===== config.mk =====
export PLATFORM = sky130hd
export DESIGN_NAME = pipe_stage_skid_reg
export DESIGN_NICKNAME = d
export VERILOG_FILES = /design/src/rtl/pipe_stage_skid_reg_pkg.sv /design/src/rtl/pipe_entry_reg.sv /design/src/rtl/pipe_stage_skid_reg.sv
export SDC_FILE = /design/constraint.sdc
export NUM_CORES = 1
export LEC_CHECK = 0
export CAP_MARGIN = 20
export CORE_ASPECT_RATIO = 0.7
export CORE_MARGIN = 8
export CORE_UTILIZATION = 35
export DETAILED_ROUTE_END_ITERATION = 8
export HOLD_SLACK_MARGIN = 0.08
export PLACE_DENSITY_LB_ADDON = 0.25
export SYNTH_ARGS = -nofsm -noshare
export SYNTH_HDL_FRONTEND = slang
export SYNTH_SLANG_ARGS = --single-unit

===== constraint.sdc =====
create_clock -name clk -period 26.2 [get_ports clk]
set_clock_uncertainty 0.05 [all_clocks]
set_input_delay 5.24 -clock clk [delete_from_list [all_inputs] [get_ports clk]]
set_output_delay 5.24 -clock clk [all_outputs]
set_load 0.01 [all_outputs]

===== src/rtl/pipe_stage_skid_reg_pkg.sv =====
// rtl/pipe_stage_skid_reg_pkg.sv - shared pipeline payload helpers
package pipe_stage_skid_reg_pkg;

    // Widest payload the bubble helper can handle.
    // Callers zero-extend their payload to this width and slice the result back.
    localparam int PKG_MAX_W = 1024;

    // Per-entry update request.
    // DRAIN empties the entry and zeroes only the control field.
    // CLEAR is the reset/flush form, which can also wipe the data bits.
    typedef enum logic [1:0] {
        ENTRY_HOLD  = 2'd0,
        ENTRY_LOAD  = 2'd1,
        ENTRY_DRAIN = 2'd2,
        ENTRY_CLEAR = 2'd3
    } entry_op_e;

    // The control field sits MSB-aligned in the payload.
    // This returns the bit index of its LSB.
    function automatic int ctrl_lsb(input int data_w, input int ctrl_w);
        return data_w - ctrl_w;
    endfunction

    // Build a bubble from a payload.
    // The control field is always forced to zero.
    // When clear_data is set, the remaining bits are zeroed as well.
    function automatic logic [PKG_MAX_W-1:0] make_bubble(
        input logic [PKG_MAX_W-1:0] payload,
        input int                   data_w,
        input int                   ctrl_w,
        input bit                   clear_data
    );
        logic [PKG_MAX_W-1:0] ones;
        logic [PKG_MAX_W-1:0] mask;
        ones = '1;
        mask = (ones >> (PKG_MAX_W - ctrl_w)) << ctrl_lsb(data_w, ctrl_w);
        return clear_data ? '0 : (payload & ~mask);
    endfunction

endpackage


===== src/rtl/pipe_entry_reg.sv =====
// rtl/pipe_entry_reg.sv - one valid+payload register of the pipeline stage
module pipe_entry_reg
    import pipe_stage_skid_reg_pkg::*;
#(
    parameter int DATA_W     = 183,
    parameter int CTRL_W     = 8,
    parameter bit CLEAR_DATA = 1'b1
) (
    input  logic              clk,
    input  entry_op_e         op,
    input  logic [DATA_W-1:0] load_data,
    output logic              valid,
    output logic [DATA_W-1:0] data
);

    logic [PKG_MAX_W-1:0] drain_wide;
    logic [PKG_MAX_W-1:0] clear_wide;

    // Going empty in normal flow keeps stale data but must still read as a NOP.
    assign drain_wide = make_bubble(PKG_MAX_W'(data), DATA_W, CTRL_W, 1'b0);
    assign clear_wide = make_bubble(PKG_MAX_W'(data), DATA_W, CTRL_W, CLEAR_DATA);

    // Upper bits beyond DATA_W are always zero; fold them away.
    logic unused_hi;
    assign unused_hi = ^{drain_wide[PKG_MAX_W-1:DATA_W], clear_wide[PKG_MAX_W-1:DATA_W]};

    // Entry state update according to the requested operation.
    always_ff @(posedge clk) begin
        case (op)
            ENTRY_LOAD: begin
                valid <= 1'b1;
                data  <= load_data;
            end
            ENTRY_DRAIN: begin
                valid <= 1'b0;
                data  <= drain_wide[DATA_W-1:0];
            end
            ENTRY_CLEAR: begin
                valid <= 1'b0;
                data  <= clear_wide[DATA_W-1:0];
            end
            default: begin
                valid <= valid;
                data  <= data;
            end
        endcase
    end

endmodule


===== src/rtl/pipe_stage_skid_reg.sv =====
// rtl/pipe_stage_skid_reg.sv - valid/ready pipeline stage with 2-entry skid buffer
module pipe_stage_skid_reg
    import pipe_stage_skid_reg_pkg::*;
#(
    parameter int DATA_W     = 183,
    parameter int CTRL_W     = 8,
    parameter bit CLEAR_DATA = 1'b1
) (
    input  logic              clk,
    input  logic              rst,
    input  logic              flush,
    input  logic              in_valid,
    output logic              in_ready,
    input  logic [DATA_W-1:0] in_data,
    output logic              out_valid,
    input  logic              out_ready,
    output logic [DATA_W-1:0] out_data,
    output logic [1:0]        occupancy
);

    logic              main_valid;
    logic [DATA_W-1:0] main_data;
    logic              skid_valid;
    logic [DATA_W-1:0] skid_data;

    entry_op_e         main_op;
    entry_op_e         skid_op;
    logic [DATA_W-1:0] main_load;

    logic accept;
    logic consume;

    // in_ready comes straight from the skid flop, so it has no combinational path from out_ready.
    assign in_ready  = ~skid_valid;
    assign out_valid = main_valid;
    assign out_data  = main_data;
    assign occupancy = {1'b0, main_valid} + {1'b0, skid_valid};

    assign accept  = in_valid & in_ready;
    assign consume = main_valid & out_ready;

    // Select per-entry operations for this edge.
    // Reset and flush win over any handshake.
    always_comb begin
        main_op   = ENTRY_HOLD;
        skid_op   = ENTRY_HOLD;
        main_load = in_data;
        if (rst || flush) begin
            main_op = ENTRY_CLEAR;
            skid_op = ENTRY_CLEAR;
        end else if (!main_valid) begin
            // Skid is necessarily empty here.
            if (accept) begin
                main_op = ENTRY_LOAD;
            end
        end else if (consume) begin
            if (skid_valid) begin
                // The older skid beat moves up.
                // in_ready is low, so nothing new arrives this cycle.
                main_op   = ENTRY_LOAD;
                main_load = skid_data;
                skid_op   = ENTRY_DRAIN;
            end else if (accept) begin
                main_op = ENTRY_LOAD;
            end else begin
                main_op = ENTRY_DRAIN;
            end
        end else if (accept) begin
            // Stalled with main full: park the new beat in skid.
            skid_op = ENTRY_LOAD;
        end
    end

    pipe_entry_reg #(
        .DATA_W     (DATA_W),
        .CTRL_W     (CTRL_W),
        .CLEAR_DATA (CLEAR_DATA)
    ) u_main (
        .clk       (clk),
        .op        (main_op),
        .load_data (main_load),
        .valid     (main_valid),
        .data      (main_data)
    );

    pipe_entry_reg #(
        .DATA_W     (DATA_W),
        .CTRL_W     (CTRL_W),
        .CLEAR_DATA (CLEAR_DATA)
    ) u_skid (
        .clk       (clk),
        .op        (skid_op),
        .load_data (in_data),
        .valid     (skid_valid),
        .data      (skid_data)
    );

endmodule

======== Word-level counts from Yosys, hierarchy flattened ========
Index checks and enable logic that the tools add are counted.
word-level totals
  bits in registers ....................... 368
  word-level logic and storage cells ...... 47
cells by class
  eq/ne operators ......................... 6
  mux-type cells .......................... 18
  reductions and logical operators ........ 11
  add/subtract/negate cells ............... 1
  bitwise gates (word level) .............. 5
operators with widths
  kind                number
  $pmux 183 s3        2
  $mux 183            4
  $mux 2              9
  $eq 2x2->1 const B  4
  $reduce_bool 2->1   4
  $reduce_bool 3->1   2
  $eq 2x1->1 const B  2
  $pmux 1 s2          2
  $reduce_and 2->1    2
  $reduce_or 2->1     2
  $not 1->1           3
  $add 1x1->2         1
  $and 1x1->1         2
  $logic_or 1x1->1    1
  $mux 1              1

======== Depth between registers and ports, before layout ========
Gate-level depths: netlist (run 1).
  word-level depth ........................ 10
  gate-level depth with buffers ........... 5

======== Modules after synthesis ========
Synthesis (run 1) repeated with hierarchy kept, for this count alone.
second synthesis, totals
  cell total of the unflattened synthesis .. 998
  area, all modules ....................... 15927.8 sq um
by module, submodules not included
  module               seq. area each (sq um)  cells each  times used  area an instance (sq um)
  pipe_entry_reg       5525.3                  390         2           6781.5
  pipe_stage_skid_reg  0.0                     218         1           2364.8

======== Worst setup path after synthesis (run 1) ========
Ideal clock, no wire load.
  path kind ............................... in2reg
  from .................................... input out_ready
  to ...................................... register u_main.data[0], enable pin
  stages .................................. 4
  required time ........................... 25185 ps
  arrival ................................. 18351 ps
  setup slack ............................. 6833 ps
  cells stage by stage .................... buf_4 buf_2 nor2b_1 o31ai_1
on the way
  longest elaborated chain between the ends .. 7
  elaborated cells between the ends (all ways) .. 10
RTL lines
  element                                                   RTL line                   text
  from (decl)                                               pipe_stage_skid_reg.sv:16  input logic out_ready,
  $and 1x1->1 *                                             pipe_stage_skid_reg.sv:40  assign consume = main_valid & out_ready;
  $mux 2 *                                                  pipe_stage_skid_reg.sv:56  end else if (consume) begin
  $mux 2 *                                                  pipe_stage_skid_reg.sv:51  end else if (!main_valid) begin
  $mux 2 *                                                  pipe_stage_skid_reg.sv:48  if (rst || flush) begin
  $eq 2x1->1 or $eq 2x2->1 (tied branches)                  pipe_entry_reg.sv:29       case (op)
  $reduce_bool 2->1 (no line) or $not 1->1 (tied branches)  n/a
  $reduce_and 2->1 (no line) *                              n/a
  to (signal assigned)                                      pipe_entry_reg.sv:32       data <= load_data;
  to (signal assigned)                                      pipe_entry_reg.sv:36       data <= drain_wide[DATA_W-1:0];
  to (signal assigned)                                      pipe_entry_reg.sv:40       data <= clear_wide[DATA_W-1:0];
  to (decl)                                                 pipe_entry_reg.sv:13       output logic [DATA_W-1:0] data
Every way passes the cells marked *; elsewhere a longest branch is shown, timed or not.
A chain may end at the register's enable or synchronous reset.

======== Worst setup path in the final report (run 1) ========
  from .................................... input out_ready
  to ...................................... register u_main.data[103] (data pin)
on the way
  longest elaborated chain between the ends .. 6
  elaborated cells between the ends (all ways) .. 11
RTL lines
  element                                   RTL line
  $and 1x1->1 *                             pipe_stage_skid_reg.sv:40
  $mux 2                                    pipe_stage_skid_reg.sv:56
  $mux 2                                    pipe_stage_skid_reg.sv:51
  $mux 2                                    pipe_stage_skid_reg.sv:48
  $eq 2x2->1 or $eq 2x1->1 (tied branches)  pipe_entry_reg.sv:29
  $pmux 183 s3 *                            pipe_entry_reg.sv:29
Marks and branches as above.

==> impl_metrics.tcl, run 1 <==
set metrics [dict create \
    crit_required_ns 26.37 \
    power-per-cell-area_mw_per_mm2 66.3 \
    cp-end-kind "register" \
    routed-via-count 11900 \
    synthMuxAreaShare_pct 0 \
    top_layer "met5" \
    p_total_mw 1.53 \
    critical_path.top_delay_family "buffers and inverters" \
    seq_area_frac_synth_pct 62.9 \
    avgSynthCellArea_um2 13.9 \
    setup_viol 0 \
    antenna_left 0 \
    place_ws_ns 16.85 \
    hold_buffers 0 \
    post-cts-setup-buffers 0 \
    grt_max_degree 193 \
    drc 0 \
    crit_buf_inv 4 \
    synth_nets 1450 \
    drt-wirelength-per-cell_um 22.4 \
    slowest_delay_ns 0.91 \
    relSlewSlack_pct 22.5 \
    clock.fmax_mhz 113 \
    drtPass1Iterations 5 \
    worstSkewPairLatency_ns 0.52 \
    yosys.area_share.adder_pct 0.0712 \
    synth-main-ff-cell "edfxtp_1" \
    routed_via_density 5.28 \
    ys_ff_latch 368 \
    grtUsageTotal_pct 16.6 \
    yosys_warnings 0 \
    synth_top_family_by_area "compound AO/OA/AOI/OAI gates" \
    ctsResizeCount 0 \
    pin_count 375 \
    worst-setup-path-type "primary input to register" \
    synth_most_common_cell "edfxtp_1" \
    routed-wl-met2_um 24700 \
    clk_pin_slew_ns 0.06 \
    synth_xor_area_share_pct 0 \
    grt_pass1_vias 12100 \
    drive_gt1_share_pct 16.2 \
    hold_class "register to register" \
    dieArea_mm2 0.0578 \
    start_kind "primary input" \
    synth-simple-area-share_pct 6.97 \
    synthCells 1261 \
    fin_util_pct 46.5 \
    status "completed" \
    cts_max_level 2 \
    drt-initial-drc-count 1063 \
    drt-met1-wl_um 21500 \
    drv_slew 0 \
    nets 1745 \
    worstPathArrival_ns 9.02 \
    cp_max_fo 77 \
    synth-edff-count 368 \
    cts_root_buf "clkbuf_16" \
    worst_pin_slew_ns 1.16 \
    clock_path_buffers 3 \
    die_x_um 284 \
    antenna_found_initial 5 \
    area_growth_pct 30.9 \
    num_rows 68 \
    fin_tns_setup_ns 0 \
    cts_sinks 368 \
    port_buffers 374 \
    synthTopCellsByCount "368 x edfxtp_1, 185 x inv_1, 183 x a31oi_1, 183 x and2_1, 170 x a2111oi_2" \
    hpwl_um 30400 \
    postLayoutCellArea_mm2 0.0230 \
    fillCellCount 4364 \
    overflow 0 \
    ir_worst_vdd_mv 0.0417 \
    cp_slowest_cell "and4bb_4" \
    cts_buffers 39 \
    cp_common_cell "buf_4" \
    worst_slack_ns 17.35 \
    leakage_nw 7.93 \
    finalWirelength_um 50600 \
    dpl_cell_area_mm2 0.0216 \
    synth_area_mm2 0.0176 \
    cts_tree "built" \
    gp_congestion 0.740 \
    async_reset_ff_share_pct 0 \
    path_cells "buf_6 -> buf_4 -> and4bb_4 -> buf_4 -> buf_4 -> a2111oi_2" \
    dr_wl_met3_um 3670 \
    initial_core_util_pct 35.6 \
    hold_viol 0 \
    core_area_mm2 0.0494 \
    die_y_um 203 \
    rsz0062_at_grt "no" \
    post-route-min-period_ns 8.85 \
    fin_crit_sh_pct 33.8 \
    synth_top_area_share_pct 62.9 \
    synth_top_cell_by_area "edfxtp_1" \
    synth_cell_types 23 \
    maxCapViolCount 0 \
    synth.area.top_cells "edfxtp_1 63%, a2111oi_2 15%, a31oi_1 6.5%" \
    synth-compound-area-share_pct 21.9 \
    grt_pass1_wl_um 76500 \
]
worst min-delay path, stage by stage, from the launching register on:
cell and delay [ns]:
edfxtp_1 0.36, inv_1 0.07, a2111oi_2 0.06
cell type report:
cell class	instances	area [um2]	share of cell area, %
Antenna cell	3	7.51	0.0326
Clock buffer	47	1050	4.56
Clock inverter	24	292	1.27
Inverter	185	694	3.02
Multi-Input combinational cell	565	5120	22.3
Sequential cell	368	11100	48.1
Tap cell	665	832	3.62
Timing Repair Buffer	397	3950	17.2
kinds of logic (layout without fill, tap and decap cells):
| logic type | Yosys count | in the layout |
|---|---|---|
| AO/OA/AOI/OAI | 369 | 369 |
| AND/OR/NAND/NOR | 195 | 195 |
| buffers and inverters | 328 | 653 |
| flip-flops | 368 | 368 |
| adder cells (fa/ha/maj) | 1 | 1 |
| other | 0 | 3 |
cells in the final DEF, fill, tap and decap left out, types with 2 or more instances in the layout:
cell	netlist	final
clkinv_4	0	2
diode_2	0	3
nor2_1	3	3
bufinv_16	0	7
a2111oi_2	170	170
a2111oi_0	13	13
clkbuf_16	0	41
nand2_1	3	2
nor2b_1	2	2
edfxtp_1	368	368
buf_4	20	21
clkbuf_1	55	6
clkinv_2	0	6
a31oi_1	183	183
clkinv_1	0	9
and2_1	183	183
clkdlybuf4s50_1	0	373
inv_1	185	185
path summary, 6_finish.rpt:
check	end	from	depth (start not counted)	slack [ns]
worst max-delay path	u_main.data[103]$_DFFE_PP_	out_ready	6	17.35
worst min-delay path	u_main.data[97]$_DFFE_PP_	u_skid.data[97]$_DFFE_PP_	2	0.59
worst min register to register	u_main.data[97]$_DFFE_PP_	u_skid.data[97]$_DFFE_PP_	2	0.59
worst max register to register	u_main.data[4]$_DFFE_PP_	u_main.valid$_DFFE_PP_	5	21.52
sequential cells by signal, summed over array words and instances (netlist names):
signal	cells
u_skid.valid	1
u_main.data	183
u_main.valid	1
u_skid.data	183
power by group:
group,switching [mW],total [mW],internal [mW]
clock,0.231,0.586,0.354
sequential,0.0188,0.722,0.703
combinational,0.119,0.218,0.0991
total,0.369,1.53,1.16
metal layers:
layer	vias up	track usage (%)
li1	5431	-
met1	6005	22.5
met2	412	26.9
met3	54	4.23
met4	4	3.37
met5	-	0
through the flow:
step | std cells | hold WS [ns]
2_1_floorplan | 1261 | 0.572
3_3_place_gp | 2179 | 0.577
3_5_place_dp | 2179 | 0.594
5_1_grt | 2254 | 0.613
6_report | 2254 | 0.595
4_1_cts | 2250 | 0.591
Note: power is estimated with default switching activity, not from simulation.
==> run 2, diff against run 1 <==
==> constraint.sdc (replaced) <==
create_clock -name clk -period 7.4 [get_ports clk]
set_clock_uncertainty 0.05 [all_clocks]
set_input_delay 1.48 -clock clk [delete_from_list [all_inputs] [get_ports clk]]
set_output_delay 1.48 -clock clk [all_outputs]
set_load 0.01 [all_outputs]
==> run 2 against run 1 <==
- count of clock-buffer cells in the layout shrank 1
- largest power group unchanged
- largest cell class unchanged
- sequential power rose to 3.5 times the previous value
- total power increased to 3.6 times the previous value
- sequential share of layout area shrank 0.065 points
- sequential cell count unchanged
- register-to-register slack lost 18 ns
- worst hold slack got worse by 0.0045 ns
==> impl_metrics.tcl, run 2 (synthesis gave the netlist of run 1 again) <==
set metrics [dict create \
    status "completed" \
    core_area_mm2 0.0494 \
    ir_worst_vdd_mv 0.133 \
    finalWirelength_um 51200 \
    fin_tns_setup_ns 0 \
    leakage_nw 7.94 \
    routed_via_density 5.28 \
    routed-via-count 11900 \
    finalNonFillerCells 2253 \
    postLayoutCellArea_mm2 0.0230 \
    num_rows 68 \
    top_regs "u_main.data x183, u_skid.data x183" \
    worst-setup-path-type "register to primary output" \
    clk_pin_slew_ns 0.06 \
    power.share.clock_pct 38.6 \
    clock.fmax_mhz 234 \
    drc 0 \
    grtUsageTotal_pct 17.0 \
    cts_max_level 2 \
    hpwl_um 29700 \
    whs_ns 0.590 \
    drt-met1-wl_um 22400 \
    top_layer "met5" \
    die_x_um 284 \
    nets 1744 \
    cts_buffers 41 \
    post-cts-setup-buffers 0 \
    seqPwrFrac_pct 47.1 \
    drv_slew 0 \
    dpl_cell_area_mm2 0.0217 \
    die_y_um 203 \
    final_common_cell "clkdlybuf4s50_1" \
    startpoint "u_skid.valid$_DFFE_PP_" \
    area_growth_pct 31.0 \
    worst_slack_ns 3.12 \
    p_total_mw 5.42 \
    overflow 0 \
    grt_pass1_vias 12100 \
    relSlewSlack_pct 29.4 \
    start_kind "register" \
    rsz0062_at_grt "no" \
    worstReg2RegStart "u_skid.valid$_DFFE_PP_" \
    rrSetupSlack_ns 3.56 \
    crit_required_ns 5.87 \
    hold_start "u_skid.data[157]$_DFFE_PP_" \
    fin_crit_sh_pct 57.8 \
    drt-wirelength-per-cell_um 22.7 \
    hold_buffers 0 \
    drtPass1Iterations 7 \
    setup_viol 0 \
    ctsResizeCount 0 \
    initial_core_util_pct 35.6 \
    antenna_found_initial 3 \
    cp-end-kind "primary output" \
    pin_count 375 \
    dpl.cell_count 2177 \
    clock_path_buffers 3 \
    grt_pass1_wl_um 78200 \
    fin_util_pct 46.6 \
    dieArea_mm2 0.0578 \
    dr_wl_met3_um 3370 \
    maxCapViolCount 0 \
    worstPathArrival_ns 2.75 \
    worstSkewPairLatency_ns 0.54 \
    cts_tree "built" \
    drive_gt1_share_pct 16.3 \
    antenna_left 0 \
    r2r-end "u_main.data[19]$_DFFE_PP_" \
    p_sw_share_pct 24.8 \
    ff2ff_path_depth 4 \
    hold_viol 0 \
    whs_path_depth 2 \
    post-route-min-period_ns 4.28 \
    p_int_mw 4.07 \
    place_ws_ns 3.19 \
    cp_max_fo 41 \
    grt_max_degree 126 \
    routed-wl-met2_um 24300 \
    worst_pin_slew_ns 1.06 \
    combPwrFrac_pct 14.3 \
    cts_sinks 368 \
    cts_root_buf "clkbuf_16" \
    port_buffers 374 \
    power-per-cell-area_mw_per_mm2 235 \
    drt-initial-drc-count 981 \
    hold_class "register to register" \
    p_sw_mw 1.34 \
    layout_common_cells "373 x clkdlybuf4s50_1, 368 x edfxtp_1, 185 x inv_1" \
    gp_congestion 0.752 \
    hold-path-endpoint "u_main.data[157]$_DFFE_PP_" \
]
## run 2: worst max-delay path: stages (launching register included)
cell and delay (ns):
edfxtp_1 0.98, buf_4 0.61, inv_1 0.09, clkdlybuf4s50_1 0.50
## run 2: worst max-delay path by stage
stage	endpoint	depth (start not counted)
4_1_cts	in_ready	3
2_1_floorplan	u_main.data[0]$_DFFE_PP_	4
5_1_grt	in_ready	3
3_5_place_dp	u_main.data[162]$_DFFE_PP_	4
3_3_place_gp	u_main.data[31]$_DFFE_PP_	4
6_report	in_ready	3
## run 2: power groups by stage
stage / logic (mW) / registers, mW / clock network (mW)
after floorplan: 0.331 / 2.64 / 0
after global placement: 0.779 / 2.60 / 0
after detailed placement: 0.786 / 2.60 / 0
after CTS: 0.789 / 2.55 / 2.14
after global routing: 0.832 / 2.57 / 2.22
final: 0.777 / 2.55 / 2.09
## run 2: per-layer routing
metal | track usage, % | vias up
met2 | 27.3 | 414
met3 | 3.71 | 75
met5 | 0 | -
met4 | 4.26 | 4
met1 | 23.2 | 5973
li1 | - | 5426
## run 2: cell type report
type                            instances  area, um2
Antenna cell                            1       2.50
Clock buffer                           46       1090
Clock inverter                         29        269
Fill cell                            4386      26400
Inverter                              185        694
Multi-Input combinational cell        565       5120
Sequential cell                       368      11100
Tap cell                              665        832
Timing Repair Buffer                  394       3970
